--- src/rtl/uart_pkg.sv ---
// Shared UART definitions: receiver FSM states, default framing parameters
// and the 3-sample majority vote used for bit recovery.
package uart_pkg;

   typedef enum logic [2:0] {
      WAIT_IDLE,
      IDLE,
      START,
      DATA,
      STOP
   } uart_rx_state_t;

   localparam int UART_DEFAULT_CLKS_PER_BIT = 16;
   localparam int UART_DEFAULT_SIZE         = 8;

   function automatic logic maj3(input logic a, input logic b, input logic c);
      return (a & b) | (a & c) | (b & c);
   endfunction

endpackage

--- src/rtl/uart_rx_os_if.sv ---
// Read-side bundle of the oversampling receiver: FWFT head entry, status and pop strobe.
interface uart_rx_os_if
   import uart_pkg::*;
#(
   parameter int SIZE  = UART_DEFAULT_SIZE,
   parameter int DEPTH = 4
);

   logic [SIZE-1:0]         DQ;
   logic                    FRAME_ERROR;
   logic                    RX_VALID;
   logic                    RX_READ;
   logic                    OVERRUN;
   logic [$clog2(DEPTH):0]  FIFO_COUNT;

   modport master (
      output DQ, FRAME_ERROR, RX_VALID, OVERRUN, FIFO_COUNT,
      input  RX_READ
   );

   modport slave (
      input  DQ, FRAME_ERROR, RX_VALID, OVERRUN, FIFO_COUNT,
      output RX_READ
   );

endinterface

--- src/rtl/uart_sync_fifo.sv ---
// Single-clock first-word-fall-through FIFO; a push while full is accepted only
// when a pop frees the head slot in the same cycle.
module uart_sync_fifo #(
   parameter int WIDTH = 9,
   parameter int DEPTH = 4
) (
   input  logic                    clk,
   input  logic                    rst_n,
   input  logic                    i_push,
   input  logic [WIDTH-1:0]        i_data,
   input  logic                    i_pop,
   output logic                    o_full,
   output logic                    o_empty,
   output logic [$clog2(DEPTH):0]  o_count,
   output logic [WIDTH-1:0]        o_head
);

   localparam int AW = $clog2(DEPTH);

   logic [WIDTH-1:0] r_mem [DEPTH];
   logic [AW-1:0]    r_wr_ptr;
   logic [AW-1:0]    r_rd_ptr;
   logic [AW:0]      r_count;
   logic             w_push;
   logic             w_pop;

   assign o_full  = (r_count == (AW+1)'(DEPTH));
   assign o_empty = (r_count == '0);
   assign o_count = r_count;
   assign w_pop   = i_pop & ~o_empty;
   assign w_push  = i_push & (~o_full | w_pop);

   // NOTE: storage has no reset; the head is masked to zero while empty instead.
   always_ff @(posedge clk) begin
      if (w_push) r_mem[r_wr_ptr] <= i_data;
   end

   assign o_head = o_empty ? '0 : r_mem[r_rd_ptr];

   always_ff @(posedge clk or negedge rst_n) begin
      if (!rst_n) begin
         r_wr_ptr <= '0;
         r_rd_ptr <= '0;
         r_count  <= '0;
      end else begin
         if (w_push) r_wr_ptr <= r_wr_ptr + 1'b1;
         if (w_pop)  r_rd_ptr <= r_rd_ptr + 1'b1;
         case ({w_push, w_pop})
            2'b10:   r_count <= r_count + 1'b1;
            2'b01:   r_count <= r_count - 1'b1;
            default: r_count <= r_count;
         endcase
      end
   end

endmodule

--- src/rtl/uart_rx_os.sv ---
// 8N1 UART receiver clocked from CLK: 2-flop synchronizer, bit counter with
// mid-bit 3-sample majority vote, and a FWFT receive FIFO with sticky overrun.
module uart_rx_os
   import uart_pkg::*;
#(
   parameter int CLKS_PER_BIT = UART_DEFAULT_CLKS_PER_BIT,
   parameter int SIZE         = UART_DEFAULT_SIZE,
   parameter int DEPTH        = 4
) (
   input  logic         CLK,
   input  logic         RESET,
   input  logic         RXD,
   uart_rx_os_if.master rx
);

   localparam int H  = CLKS_PER_BIT / 2;
   localparam int CW = $clog2(CLKS_PER_BIT);
   localparam int BW = $clog2(SIZE + 1);
   localparam int NW = $clog2(DEPTH) + 1;

   localparam logic [CW-1:0] CNT_LAST = CW'(CLKS_PER_BIT - 1);
   localparam logic [CW-1:0] CNT_S0   = CW'(H - 1);
   localparam logic [CW-1:0] CNT_S1   = CW'(H);
   localparam logic [CW-1:0] CNT_DEC  = CW'(H + 1);

   logic [1:0]      r_sync;
   uart_rx_state_t  r_state;
   logic [CW-1:0]   r_cnt;
   logic [1:0]      r_samp;
   logic [BW-1:0]   r_bit_idx;
   logic [SIZE-1:0] r_shift;
   logic            r_push;
   logic [SIZE:0]   r_push_entry;
   logic            r_overrun;

   logic            w_rxs;
   logic            w_vote;
   logic            w_sample;
   logic            w_decide;
   logic            w_wrap;
   logic            w_full;
   logic            w_empty;
   logic            w_pop;
   logic [NW-1:0]   w_count;
   logic [SIZE:0]   w_head;

   // Idle-high reset value keeps a reset release from looking like a start edge.
   always_ff @(posedge CLK or negedge RESET) begin
      if (!RESET) r_sync <= 2'b11;
      else        r_sync <= {r_sync[0], RXD};
   end

   assign w_rxs    = r_sync[1];
   assign w_sample = (r_cnt == CNT_S0) || (r_cnt == CNT_S1);
   assign w_decide = (r_cnt == CNT_DEC);
   assign w_wrap   = (r_cnt == CNT_LAST);
   assign w_vote   = maj3(r_samp[1], r_samp[0], w_rxs);

   always_ff @(posedge CLK or negedge RESET) begin
      if (!RESET) begin
         r_state      <= WAIT_IDLE;
         r_cnt        <= '0;
         r_samp       <= 2'b11;
         r_bit_idx    <= '0;
         r_shift      <= '0;
         r_push       <= 1'b0;
         r_push_entry <= '0;
      end else begin
         // NOTE: defaults first; later nonblocking assignments in the case override them.
         r_push <= 1'b0;
         r_cnt  <= w_wrap ? '0 : r_cnt + 1'b1;
         if (w_sample) r_samp <= {r_samp[0], w_rxs};
         case (r_state)
            WAIT_IDLE: begin
               r_cnt <= '0;
               if (w_rxs) r_state <= IDLE;
            end
            IDLE: begin
               r_cnt <= '0;
               if (!w_rxs) r_state <= START;
            end
            START: begin
               if (w_decide && w_vote) begin
                  r_state <= IDLE;
               end else if (w_wrap) begin
                  r_state   <= DATA;
                  r_bit_idx <= '0;
               end
            end
            DATA: begin
               if (w_decide) begin
                  r_shift   <= {w_vote, r_shift[SIZE-1:1]};
                  r_bit_idx <= r_bit_idx + 1'b1;
               end
               if (w_wrap && (r_bit_idx == BW'(SIZE))) r_state <= STOP;
            end
            STOP: begin
               // A good stop bit releases to IDLE early so back-to-back frames line up.
               if (w_decide) begin
                  r_push       <= 1'b1;
                  r_push_entry <= {~w_vote, r_shift};
                  r_state      <= w_vote ? IDLE : WAIT_IDLE;
               end
            end
            default: r_state <= WAIT_IDLE;
         endcase
      end
   end

   assign w_pop = rx.RX_READ & ~w_empty;

   always_ff @(posedge CLK or negedge RESET) begin
      if (!RESET)                           r_overrun <= 1'b0;
      else if (r_push && w_full && !w_pop)  r_overrun <= 1'b1;
      else if (w_pop)                       r_overrun <= 1'b0;
   end

   uart_sync_fifo #(
      .WIDTH (SIZE + 1),
      .DEPTH (DEPTH)
   ) u_fifo (
      .clk     (CLK),
      .rst_n   (RESET),
      .i_push  (r_push),
      .i_data  (r_push_entry),
      .i_pop   (rx.RX_READ),
      .o_full  (w_full),
      .o_empty (w_empty),
      .o_count (w_count),
      .o_head  (w_head)
   );

   assign rx.DQ          = w_head[SIZE-1:0];
   assign rx.FRAME_ERROR = w_head[SIZE];
   assign rx.RX_VALID    = ~w_empty;
   assign rx.FIFO_COUNT  = w_count;
   assign rx.OVERRUN     = r_overrun;

endmodule

--- src/flat_wrapper.sv ---
// flat-port wrapper written by rule: the top's interface ports become plain ports
module uart_rx_os_flat import uart_pkg::*;
#(
   parameter int CLKS_PER_BIT = UART_DEFAULT_CLKS_PER_BIT,
   parameter int SIZE         = UART_DEFAULT_SIZE,
   parameter int DEPTH        = 4
)
  (CLK, RESET, RXD, rx_DQ, rx_FRAME_ERROR, rx_RX_VALID, rx_OVERRUN, rx_FIFO_COUNT, rx_RX_READ);
  uart_rx_os_if #(.SIZE(SIZE), .DEPTH(DEPTH)) rx_i ();
  input  logic CLK;
  input  logic RESET;
  input  logic RXD;
  output wire logic [$bits(rx_i.DQ)-1:0] rx_DQ;
  output wire logic [$bits(rx_i.FRAME_ERROR)-1:0] rx_FRAME_ERROR;
  output wire logic [$bits(rx_i.RX_VALID)-1:0] rx_RX_VALID;
  output wire logic [$bits(rx_i.OVERRUN)-1:0] rx_OVERRUN;
  output wire logic [$bits(rx_i.FIFO_COUNT)-1:0] rx_FIFO_COUNT;
  input wire logic [$bits(rx_i.RX_READ)-1:0] rx_RX_READ;
  assign rx_DQ = rx_i.DQ;
  assign rx_FRAME_ERROR = rx_i.FRAME_ERROR;
  assign rx_RX_VALID = rx_i.RX_VALID;
  assign rx_OVERRUN = rx_i.OVERRUN;
  assign rx_FIFO_COUNT = rx_i.FIFO_COUNT;
  assign rx_i.RX_READ = rx_RX_READ;
  uart_rx_os #(.CLKS_PER_BIT(CLKS_PER_BIT), .SIZE(SIZE), .DEPTH(DEPTH)) u_core (.CLK(CLK), .RESET(RESET), .RXD(RXD), .rx(rx_i));
endmodule
--- config.mk ---
export PLATFORM = sky130hd
export DESIGN_NAME = uart_rx_os_flat
export DESIGN_NICKNAME = d
export VERILOG_FILES = /design/src/rtl/uart_pkg.sv /design/src/rtl/uart_rx_os_if.sv /design/src/rtl/uart_sync_fifo.sv /design/src/rtl/uart_rx_os.sv /design/src/flat_wrapper.sv
export SDC_FILE = /design/constraint.sdc
export NUM_CORES = 1
export LEC_CHECK = 0
export ABC_AREA = 0
export BUFFER_PORTS_ARGS = -buffer_cell sky130_fd_sc_hd__buf_2
export CAP_MARGIN = 10
export CORE_ASPECT_RATIO = 1.5
export CORE_MARGIN = 8
export CORE_UTILIZATION = 55
export CTS_BUF_LIST = sky130_fd_sc_hd__clkbuf_4
export CTS_CLUSTER_DIAMETER = 40
export DETAILED_ROUTE_END_ITERATION = 16
export GPL_TIMING_DRIVEN = 0
export PLACE_DENSITY = 0.81
export REMOVE_ABC_BUFFERS = 1
export SLEW_MARGIN = 20
export SYNTH_ARGS = -nofsm -noshare
export SYNTH_HDL_FRONTEND = slang
export SYNTH_SLANG_ARGS = --single-unit
--- constraint.sdc ---
create_clock -name CLK -period 2.7 [get_ports CLK]
set_clock_uncertainty 0.1 [all_clocks]
set_input_delay 0.405 -clock CLK [delete_from_list [all_inputs] [get_ports CLK]]
set_output_delay 0.405 -clock CLK [all_outputs]
set_load 0.01 [all_outputs]
== After elaboration in Yosys (flattened, before gate mapping) ==
Memory sizes are Yosys's and may differ from the RTL's.
Cells that the tools add are included.

* Flip-flop bits (word level): 41
* Memory bits (writable): 36
* Input port bits: 4
* Output and inout port bits: 14
* Logic and storage cells: 88
* Memories kept: 1

* Add/subtract/negate cells: 6
* Equal/unequal tests: 20
* Multiplexer cells: 22
* Bitwise logic cells: 11
* Reductions and logical operators: 16

{| class="wikitable"
|+ Memories
! name !! depth !! bits a word !! read ports !! clocked after Yosys merged registers in !! write ports !! RTL line !! source
|-
| u_core.u_fifo.r_mem || 4 || 9 || 1 || 0 || 1 || uart_sync_fifo.sv:20 || <nowiki>logic [WIDTH-1:0] r_mem [DEPTH];</nowiki>
|}

{| class="wikitable"
|+ Operators by type and width
! operator !! number
|-
| 2-to-1 mux 4 bit || 5
|-
| 2-to-1 mux 3 bit || 6
|-
| == test 4 bit, second input constant || 4
|-
| case mux 3 bit (5 select lines) || 1
|-
| != test 2 x 1 -> 1 bit, second input constant || 5
|-
| 2-to-1 mux 9 bit || 1
|-
| adder 4 x 1 -> 4 bit, second input constant || 2
|-
| case mux 4 bit (2 select lines) || 1
|-
| 2-to-1 mux 1 bit || 7
|-
| == test 3 x 2 -> 1 bit, second input constant || 2
|-
| == test 3 bit, second input constant || 2
|-
| logical NOT 3 bit || 2
|-
| case mux 3 bit (2 select lines) || 1
|-
| nonzero test 2 bit || 3
|-
| bitwise AND 1 bit || 5
|-
| AND reduction 5 bit || 1
|-
| adder 2 x 1 -> 2 bit, second input constant || 2
|-
| == test 4 x 3 -> 1 bit, second input constant || 1
|-
| logical AND 1 bit || 4
|-
| != test 2 bit, second input constant || 2
|-
| AND reduction 2 bit || 2
|-
| AND reduction 4 bit || 1
|-
| adder 3 x 1 -> 3 bit, second input constant || 1
|-
| == test 3 x 1 -> 1 bit, second input constant || 1
|-
| other kinds (9) || 13
|}

== Depth between registers and ports, before layout ==
Gate-level depths: netlist (run 1).

* Depth after elaboration: 7
* Mapped depth: 8
* Gate-level depth less buffers: 8

== Hierarchy ==
Synthesis (run 1) repeated with hierarchy kept, for this count alone.

* Cell total of the unflattened synthesis: 226
* Area total of the unflattened synthesis: 3364.5 um^2

{| class="wikitable"
|+ Modules (own cells, without submodules)
! module !! times used !! cells each !! area an instance (um^2) !! sequential area each (um^2)
|-
| uart_sync_fifo || 1 || 110 || 1871.8 || 1256.2
|-
| uart_rx_os || 1 || 116 || 1492.7 || 855.8
|}

== Least setup slack after synthesis (run 1) ==
No wires, ideal clock.

* Path type: reg-to-reg
* From: reg u_core.u_fifo.r_count[0] (netlist: u_core.u_fifo.o_count[0])
* To: reg u_core.u_fifo.r_count[2] (netlist: u_core.u_fifo.o_count[2])
* Setup time: 120 ps
* Arrival: 1968 ps
* Required time: 2480 ps
* Slack: 512 ps
* Stages on the path, launching flop included: 8
* Buffers on the path: 0
* Period minus slack after synthesis: 2188 ps
* Path through: dfrtp_1 or3_1 nand2_1 or2_2 fa_1 or3b_1 a31oi_1 nand2_1

* Longest elaborated chain between the ends: 7
* Elaborated cells on any way between the ends: 13
* Classes of those cells: 2 x add/sub; 3 x eq/ne; 1 x mux; 5 x bitwise; 2 x reduce/logical

{| class="wikitable"
|+ RTL lines
! what !! RTL line !! source
|-
| start, declared || uart_sync_fifo.sv:23 || <nowiki>logic [AW:0] r_count;</nowiki>
|-
| start signal, assigned || uart_sync_fifo.sv:49 || <nowiki>2'b10: r_count <= r_count + 1'b1;</nowiki>
|-
| start signal, assigned || uart_sync_fifo.sv:50 || <nowiki>2'b01: r_count <= r_count - 1'b1;</nowiki>
|-
| start signal, assigned || uart_sync_fifo.sv:51 || <nowiki>default: r_count <= r_count;</nowiki>
|-
| logical NOT 3 bit || uart_sync_fifo.sv:28 || <nowiki>assign o_empty = (r_count == '0);</nowiki>
|-
| NOT 1 bit || uart_sync_fifo.sv:30 || <nowiki>assign w_pop = i_pop & ~o_empty;</nowiki>
|-
| bitwise AND 1 bit || uart_sync_fifo.sv:30 ||
|-
| OR 1 bit || uart_sync_fifo.sv:31 || <nowiki>assign w_push = i_push & (~o_full | w_pop);</nowiki>
|-
| bitwise AND 1 bit || uart_sync_fifo.sv:31 ||
|-
| == test 2 x 1 -> 1 bit / == test 2 bit (equally long branches) || uart_sync_fifo.sv:48 || <nowiki>case ({w_push, w_pop})</nowiki>
|-
| case mux 3 bit (2 select lines) / nonzero test 2 bit (equally long branches) || -- ||
|}

Parallel ways exist; a longest one is shown, timed or not.
A chain may end at the register's enable or synchronous reset.

== Final worst setup path (run 1) ==
Ends and elaborated chain as after synthesis.

==> run summary, run 1 <==
Die Y: 113 µm
largest family of logic cells by synthesized area: multiplexers
simple-gate portion of the synthesized area: 0.109
asr flop ratio synth: 0.532
cell at the slowest stage of the critical path: dfrtp_1
unrepaired setup endpoints after global routing: no
aggregate global-route resource usage: 0.131
top-count cell post-synth: dfrtp_1
Synth Area in XOR/XNOR: 0.0202
worst r2r src: u_core.u_fifo.o_count[0]$_DFFE_PN0P_
post-synthesis mux area share: 0.127
CTS sink cnt: 77
final hold vios: 0
Post-DRT Antenna Nets: 0
PD cells: 704 nW/µm²
Ports: 18
actual slew at the worst max-slew pin: 0.890 ns
Area contributors post-synth: edfxtp_1 31%, dfrtp_1 27%, mux4_2 5.8%, ha_1 3.2%, dfstp_2 3.0%
CTS tree: built
leading area contributor after synthesis: edfxtp_1
Lkg Pwr: 1.67 nW
CP Class: reg2reg
Vias/cell: 5.53
Core Box Area: 6130 µm²
clk_lat worst skew: 0.41 ns
H-tree depth: 3
Nets: 276
worst path arrival time: 2.60 ns
Layout area overhead: 6.68%
Post-synth EDFFs: 36
Max stage delay on crit path: 0.47 ns
slew margin rel.: 0.407
initial antenna violation count: 0
Top delay family on crit path: simple AND/OR/NAND/NOR gates
Final period util: 0.885
synth cell count leaders: 37 x dfrtp_1, 36 x edfxtp_1, 14 x and2_1, 14 x nor2_1, 12 x inv_1
routed vias: 1885
antenna diode instance count: 0
final setup fails: 0
Post-synth top flop: dfrtp_1
count of different cell masters after synthesis: 51
GRT overflow: 0
Die ar.: 9150 µm²
register area share after synthesis: 0.609
max-cap check violation count: 0
largest net degree at the start of global routing: 42
drc violations: 0
crit start category: flip-flop
Yosys top cell area share: 0.312
CP Max Fanout: 12
Worst Hold Class: in2async
Post-DP HPWL: 3.74 mm
Crit Reg-Reg Endpoint: u_core.u_fifo.o_count[2]$_DFFE_PN0P_
Final Util: 0.603
1st-pass router iterations: 4
starting density of the core: 0.565
vias in the first global route: 1938
row count: 35
# Post-CTS Setup Buffers: 0
Syn Area/Cell: 14.3 µm²
starting DRC count in detailed routing: 200
Post-Synth Adder-Cell Area: 0.0415
CP endpoint kind: flip-flop
Buf+Inv Stages, Crit Path: 0
peak supply drop: 0.453 mV
reg2reg path depth: 7
mapped cell area: 3470 µm²
setup TNS: 0 ns
Compound-Gate Fraction of Synth Area: 0.0560
clock buffer depth: 2
max-slew violations: 0
wire length per cell: 15.4 µm
die width: 80.8 µm
layout cell share with drive strength beyond 1: 0.247
Post-Syn Instances: 243
Clk Tree Root Cell: clkbuf_4
Final min period: 2.39 ns
most used cell, CP: nand2_1
RePlAce Congestion: 0.808
cts bufs inserted: 9
flop-to-flop setup slack: 0.31 ns
outcome: finished clean
IO buf count: 17
YS warnings: 0
ordered cell list for the critical path: or3_4 > nand2_1 > or2_2 > fa_1 > or3b_1 > a31oi_1 > nand2_1
Clock Pin Slew Worst Setup and Hold Paths: 0.12 ns
final wirelength: 5.26 mm
post-synthesis register bit count: 77
CP required: 2.91 ns
global-route wire length before repair: 9.03 mm
Peak Freq: 0.419 GHz
## layer usage
layer	share of wire	wire length, µm	vias to the layer above	global-route usage
met4	0.021	111	0	0.0731
li1	-	-	915	-
met3	0.038	199	10	0.0365
met2	0.54	2870	26	0.221
met1	0.40	2090	934	0.141
met5	0	0	-	0
## through the flow
| stage | hold WS (ns) | instances | power, mW | cell area, µm² | setup WS [ns] |
|---|---|---|---|---|---|
| floorplan | 0.00941 | 233 | 1.88 | 3390 | 0.326 |
| global placement | 0.246 | 324 | 2.03 | 3570 | 0.191 |
| detailed placement | 0.249 | 324 | 2.05 | 3570 | 0.135 |
| CTS | 0.0160 | 341 | 2.63 | 3690 | 0.0418 |
| global route | 0.0563 | 341 | 2.78 | 3700 | 0.165 |
| finish | 0.00590 | 341 | 2.60 | 3700 | 0.311 |
## area by class of cell
type / count / area, µm²
clock buffer: 11 / 82.6
sequential: 77 / 2110
tap: 74 / 92.6
timing repair buffer: 18 / 95.1
multi-input combinational: 142 / 1230
inverter: 14 / 52.6
clock inverter: 5 / 30.0
fill: 480 / 2430
## worst max path at each step
stage | from | endpoint | cells after the start
2_1_floorplan | u_core.u_fifo.o_count[0]$_DFFE_PN0P_ | u_core.u_fifo.o_count[2]$_DFFE_PN0P_ | 7
3_3_place_gp | u_core.u_fifo.o_count[0]$_DFFE_PN0P_ | u_core.u_fifo.o_count[2]$_DFFE_PN0P_ | 7
3_5_place_dp | u_core.u_fifo.o_count[0]$_DFFE_PN0P_ | u_core.u_fifo.o_count[2]$_DFFE_PN0P_ | 7
4_1_cts | u_core.u_fifo.r_rd_ptr[0]$_DFFE_PN0N_ | rx_DQ[1] | 3
5_1_grt | u_core.u_fifo.o_count[0]$_DFFE_PN0P_ | u_core.u_fifo.o_count[2]$_DFFE_PN0P_ | 7
6_report | u_core.u_fifo.o_count[0]$_DFFE_PN0P_ | u_core.u_fifo.o_count[2]$_DFFE_PN0P_ | 7
## worst register-to-register path, stage by stage (launching register included)
cell	delay, ns
dfrtp_1	0.47
or3_4	0.23
nand2_1	0.11
or2_2	0.30
fa_1	0.41
or3b_1	0.42
a31oi_1	0.19
nand2_1	0.07
## logic make-up (layout without fill, tap and decap cells)
logic type / Yosys count / count (layout)
flops: 77 / 77
simple gates: 63 / 63
mux: 28 / 28
buf+inv: 24 / 48
xor+xnor: 8 / 8
fa+ha+maj: 11 / 11
compound gates: 32 / 32
## power breakdown
| group | internal (mW) | switching (mW) |
|---|---|---|
| logic | 0.260 | 0.269 |
| clock network | 0.206 | 0.375 |
| registers | 1.31 | 0.179 |
| total | 1.78 | 0.823 |
## cell usage in the layout (no fill, tap or decap), types with 3 or more instances in the layout
cell type  count
a211oi_1       3
a21oi_1        8
and2_1        14
buf_2         17
clkbuf_4      11
dfrtp_1       36
dfstp_2        4
edfxtp_1      36
ha_1           9
inv_1         12
mux2_1         8
mux2_2         3
mux2_4         7
mux4_2         9
nand2_1        8
nand2b_1       4
nand3_1        5
nor2_1        14
o21ai_0       10
xnor2_1        6
## registers in the layout, indices dropped and copies added, names as in the netlist
name,flops
u_core.r_push,1
u_core.r_samp,2
u_core.r_shift,8
u_core.u_fifo.r_wr_ptr,2
u_core.u_fifo.r_mem,36
u_core.r_sync,2
u_core.r_push_entry,9
u_core.rx.OVERRUN,1
u_core.r_bit_idx,4
u_core.r_state,3
u_core.r_cnt,4
u_core.u_fifo.r_rd_ptr,2
u_core.u_fifo.o_count,3
## what timing repair did
action,CTS,global route
hold endpoints to repair,1,0
resized for setup,0,2
hold buffers,1,0
endpoints found under the setup margin,0,10
Power figures use the tool's default switching activity.
==> run 2, diff against run 1 <==
--- a/config.mk
+++ b/config.mk
@@ -10,12 +10,12 @@
 export CAP_MARGIN = 10
 export CORE_ASPECT_RATIO = 1.5
 export CORE_MARGIN = 8
-export CORE_UTILIZATION = 55
+export CORE_UTILIZATION = 30
 export CTS_BUF_LIST = sky130_fd_sc_hd__clkbuf_4
 export CTS_CLUSTER_DIAMETER = 40
 export DETAILED_ROUTE_END_ITERATION = 16
 export GPL_TIMING_DRIVEN = 0
-export PLACE_DENSITY = 0.81
+export PLACE_DENSITY = 0.53
 export REMOVE_ABC_BUFFERS = 1
 export SLEW_MARGIN = 20
 export SYNTH_ARGS = -nofsm -noshare
==> run summary, run 2 (synthesis gave the netlist of run 1 again) <==
outcome: finished clean
Max stage delay on crit path: 0.61 ns
drc violations: 0
RePlAce Congestion: 0.734
CP endpoint kind: primary output
CTS sink cnt: 77
Final Util: 0.339
cts bufs inserted: 9
largest net degree at the start of global routing: 42
Clk Tree Root Cell: clkbuf_4
Post-DP HPWL: 4.04 mm
slew margin rel.: 0.372
post-route cell area: 3870 µm²
aggregate global-route resource usage: 0.0860
Final min period: 2.39 ns
Die ar.: 15300 µm²
unrepaired setup endpoints after global routing: no
peak supply drop: 0.200 mV
non-filler cells, final: 418
clk_lat worst skew: 0.43 ns
GRT overflow: 0
wire length per cell: 14.2 µm
CP Class: reg2out
area of placed instances: 3660 µm²
H-tree depth: 3
commonest non-fill, non-tap cells in the layout: 36 x dfrtp_1, 36 x edfxtp_1, 17 x buf_2
Die Y: 148 µm
die width: 104 µm
# Post-CTS Setup Buffers: 0
Nets: 276
final hold vios: 0
cell at the slowest stage of the critical path: dfrtp_2
Peak Freq: 0.418 GHz
Fillers: 1154
Worst Hold Class: in2async
Clock Pin Slew Worst Setup and Hold Paths: 0.13 ns
1st-pass router iterations: 4
max-slew violations: 0
clock buffer depth: 2
ordered cell list for the critical path: mux4_2 > and2_1 > buf_2
dpl cells: 400
CP Max Fanout: 11
setup TNS: 0 ns
Final period util: 0.885
max-cap check violation count: 0
Post-DRT Antenna Nets: 0
Storage cell area: 2110 µm²
Ports: 18
starting DRC count in detailed routing: 111
vias in the first global route: 2069
actual slew at the worst max-slew pin: 0.942 ns
CP required: 2.19 ns
row count: 48
Multi-input gate area: 1230 µm²
global-route wire length before repair: 10.3 mm
Vias/cell: 4.56
biggest regs: u_core.u_fifo.r_mem (36), u_core.r_push_entry (9), u_core.r_shift (8)
largest reg by FF count: u_core.u_fifo.r_mem
Lkg Pwr: 1.70 nW
max FFs per register: 36
crit start category: flip-flop
PD cells: 757 nW/µm²
Layout area overhead: 11.6%
layout cell share with drive strength beyond 1: 0.247
starting density of the core: 0.304
Core Box Area: 11400 µm²
worst path arrival time: 1.88 ns
routed vias: 1906
initial antenna violation count: 1
final wirelength: 5.93 mm
CTS tree: built
final setup fails: 0
IO buf count: 17
-- run 2: area by class of cell --
class                   count  share of cell area
multi-input cells         142               0.318
clock buffers              10              0.0194
flip-flops and latches     77               0.546
well taps                 150              0.0485
repair buffers             18              0.0246
diodes                      1            0.000647
inverters                  14              0.0136
clock inverters             6              0.0285
-- run 2: metal layers --
layer  GRT usage  up-vias  wire [µm]
met5           0        -          0
met4      0.0545        0        178
met3      0.0253       13        176
met2       0.157       24       3270
met1      0.0823      953       2310
li1            -      916          -
-- run 2: timing repair --
item	4_1_cts	5_1_grt
hold buffers	1	0
endpoints found under the setup margin	1	1
gates cloned	0	0
endpoints found under the hold margin	1	0
gates resized for setup	1	1
-- run 2: where the power goes --
group | leakage [nW] | internal [mW] | total (mW) | switching, mW
combinational | 0.647 | 0.262 | 0.542 | 0.280
clock | 0.0947 | 0.480 | 0.882 | 0.403
sequential | 0.957 | 1.31 | 1.50 | 0.189
-- run 2: worst paths after layout --
path                                                       start                                     to  slack (ns)  depth (start not counted)
min                                                        RESET          u_core.r_shift[6]$_DFFE_PN0P_       0.009                          1
max                        u_core.u_fifo.r_rd_ptr[0]$_DFFE_PN0N_                               rx_DQ[7]        0.31                          3
max reg2reg                 u_core.u_fifo.o_count[0]$_DFFE_PN0P_   u_core.u_fifo.o_count[2]$_DFFE_PN0P_        0.33                          7
max in group asynchronous                                  RESET  u_core.u_fifo.r_rd_ptr[0]$_DFFE_PN0N_        1.83                          1
min in group CLK                                      rx_RX_READ  u_core.u_fifo.r_rd_ptr[0]$_DFFE_PN0N_        0.25                          3
min reg2reg                           u_core.r_sync[0]$_DFF_PN1_             u_core.r_sync[1]$_DFF_PN1_        0.26                          0
-- run 2: worst max-delay path: cells and delay by family, from the launching register on --
kind          cells  cell delay, ns
simple gates      1            0.17
flops             1            0.61
buf+inv           1            0.13
mux               1            0.56
-- run 2: per-stage QoR --
| step | power (mW) | setup WS (ns) | hold WS (ns) |
|---|---|---|---|
| 6_report | 2.93 | 0.310 | 0.00880 |
| 3_3_place_gp | 2.05 | 0.111 | 0.246 |
| 4_1_cts | 2.96 | 0.0699 | 0.0199 |
| 2_1_floorplan | 1.88 | 0.326 | 0.00941 |
| 3_5_place_dp | 2.07 | 0.0918 | 0.247 |
| 5_1_grt | 3.11 | 0.171 | 0.0383 |
==> run 3, diff against run 2 <==
--- a/config.mk
+++ b/config.mk
@@ -10,12 +10,12 @@
 export CAP_MARGIN = 10
 export CORE_ASPECT_RATIO = 1.5
 export CORE_MARGIN = 8
-export CORE_UTILIZATION = 30
+export CORE_UTILIZATION = 32
 export CTS_BUF_LIST = sky130_fd_sc_hd__clkbuf_4
 export CTS_CLUSTER_DIAMETER = 40
 export DETAILED_ROUTE_END_ITERATION = 16
 export GPL_TIMING_DRIVEN = 0
-export PLACE_DENSITY = 0.53
+export PLACE_DENSITY = 0.55
 export REMOVE_ABC_BUFFERS = 1
 export SLEW_MARGIN = 20
 export SYNTH_ARGS = -nofsm -noshare
==> run summary, run 3 (synthesis gave the netlist of run 1 again) <==
Ports: 18
H-tree depth: 3
top sig layer: met4
crit start category: flip-flop
clk_lat worst skew: 0.43 ns
Comb pwr share: 0.186
Die Y: 143 µm
Multi-input gate area: 1230 µm²
aggregate global-route resource usage: 0.0884
Max stage delay on crit path: 0.48 ns
peak supply drop: 0.269 mV
Pint: 2.06 mW
CP Max Fanout: 12
row count: 46
sequential share of power: 0.512
most used cell, CP: nand2_1
setup TNS: 0 ns
CP required: 2.93 ns
actual slew at the worst max-slew pin: 0.913 ns
largest net degree at the start of global routing: 42
IO buf count: 17
Vias/cell: 4.58
final wirelength: 5.79 mm
area of placed instances: 3660 µm²
Core Box Area: 10600 µm²
layout cell share with drive strength beyond 1: 0.251
die width: 101 µm
CTS tree: built
PD cells: 759 nW/µm²
Final period util: 0.893
Post-DRT Antenna Nets: 0
met2 wire length: 3.02 mm
Clock Pin Slew Worst Setup and Hold Paths: 0.13 ns
Sw Ratio: 0.295
antenna diode instance count: 0
final hold vios: 1
M1 wire length: 2.45 mm
wire length per cell: 14.1 µm
Hold WS: -0.00120 ns
Clk network pwr share: 0.303
largest reg by FF count: u_core.u_fifo.r_mem
GRT overflow: 0
Worst Hold Class: in2async
CP endpoint kind: flip-flop
starting DRC count in detailed routing: 76
Storage cell area: 2110 µm²
Fillers: 1061
max-slew violations: 0
Nets: 276
CP Class: reg2reg
initial antenna violation count: 0
Lkg Pwr: 1.70 nW
outcome: complete, but fails checks
failing checks: hold timing
drc violations: 0
met3 wire len: 171 µm
starting density of the core: 0.327
CTS sink cnt: 77
Final min period: 2.41 ns
cell at the slowest stage of the critical path: dfrtp_1
final setup fails: 0
max-cap check violation count: 0
ordered cell list for the critical path: or3_4 > nand2_1 > or2_2 > fa_1 > or3b_1 > a31oi_1 > nand2_1
clock buffer depth: 2
1st-pass router iterations: 4
worst path arrival time: 2.64 ns
unrepaired setup endpoints after global routing: no
Die ar.: 14500 µm²
RePlAce Congestion: 0.800
Peak Freq: 0.415 GHz
max FFs per register: 36
post-route cell area: 3850 µm²
switching power: 0.865 mW
vias in the first global route: 2033
slew margin rel.: 0.389
Layout area overhead: 11.2%
Post-DP HPWL: 3.96 mm
Clk Tree Root Cell: clkbuf_4
biggest regs: u_core.u_fifo.r_mem (36), u_core.r_push_entry (9), u_core.r_shift (8)
commonest non-fill, non-tap cells in the layout: 36 x dfrtp_1, 36 x edfxtp_1, 17 x buf_2
cts bufs inserted: 9
routed vias: 1884
global-route wire length before repair: 9.80 mm
## run 3: cell count changes in the layout (fill, tap and decap cells not counted)
cell        previous run  this run
clkinv_2               0         2
clkinvlp_4             1         0
clkinv_1               1         0
diode_2                1         0
inv_6                  1         0
clkbuf_4              10        11
## run 3: area by class of cell
type,instances,area share
multi-input cells,142,0.319
clock inverters,5,0.0260
inverters,14,0.0136
clock buffers,11,0.0214
flip-flops and latches,77,0.548
well taps,144,0.0467
repair buffers,18,0.0247
## run 3: metal layers
metal | global-route usage | vias up
met5 | 0 | -
met4 | 0.0567 | 0
met2 | 0.153 | 23
met1 | 0.0930 | 935
li1 | - | 914
met3 | 0.0218 | 12
## run 3: critical path: cells and delay by family (launching register included)
kind	cells	cell delay, ns
fa+ha+maj	1	0.41
simple gates	5	1.14
flops	1	0.48
compound gates	1	0.19
## run 3: power by group through the flow
stage	combinational [mW]	clock, mW	sequential [mW]
after CTS	0.547	0.910	1.50
after detailed placement	0.544	0	1.53
after floorplan	0.397	0	1.48
after global placement	0.528	0	1.53
after global routing	0.625	0.954	1.53
final	0.543	0.886	1.50
## run 3: what timing repair did
action | CTS | global route
gates cloned | 0 | 0
setup endpoints to repair | 2 | 2
hold buffers | 1 | 0
resized for setup | 1 | 1
buffers inserted | 0 | 0
endpoints found under the hold margin | 1 | 0
## run 3: per-stage QoR
stage               total power [mW]  setup slack (ns)  utilization  hold WS, ns  instances
floorplan                       1.88             0.326            -      0.00941        233
global placement                2.05             0.143        0.345        0.247        394
detailed placement              2.07            0.0546        0.345        0.249        394
CTS                             2.96            0.0266        0.364      0.00636        411
global route                    3.11             0.134        0.364       0.0639        411
finish                          2.93             0.290        0.364     -0.00120        411
## run 3: path summary, 6_finish.rpt
path / startpoint / end / cells past startpoint / slack [ns]
max: u_core.u_fifo.o_count[0]$_DFFE_PN0P_ / u_core.u_fifo.o_count[2]$_DFFE_PN0P_ / 7 / 0.29
min: RESET / u_core.r_cnt[2]$_DFF_PN0_ / 1 / -0.001
max reg2reg: u_core.u_fifo.o_count[0]$_DFFE_PN0P_ / u_core.u_fifo.o_count[2]$_DFFE_PN0P_ / 7 / 0.29
min reg2reg: u_core.r_sync[0]$_DFF_PN1_ / u_core.r_sync[1]$_DFF_PN1_ / 0 / 0.26
max in group asynchronous: RESET / u_core.u_fifo.r_rd_ptr[0]$_DFFE_PN0N_ / 1 / 1.89
min in group CLK: rx_RX_READ / u_core.u_fifo.r_rd_ptr[0]$_DFFE_PN0N_ / 3 / 0.24
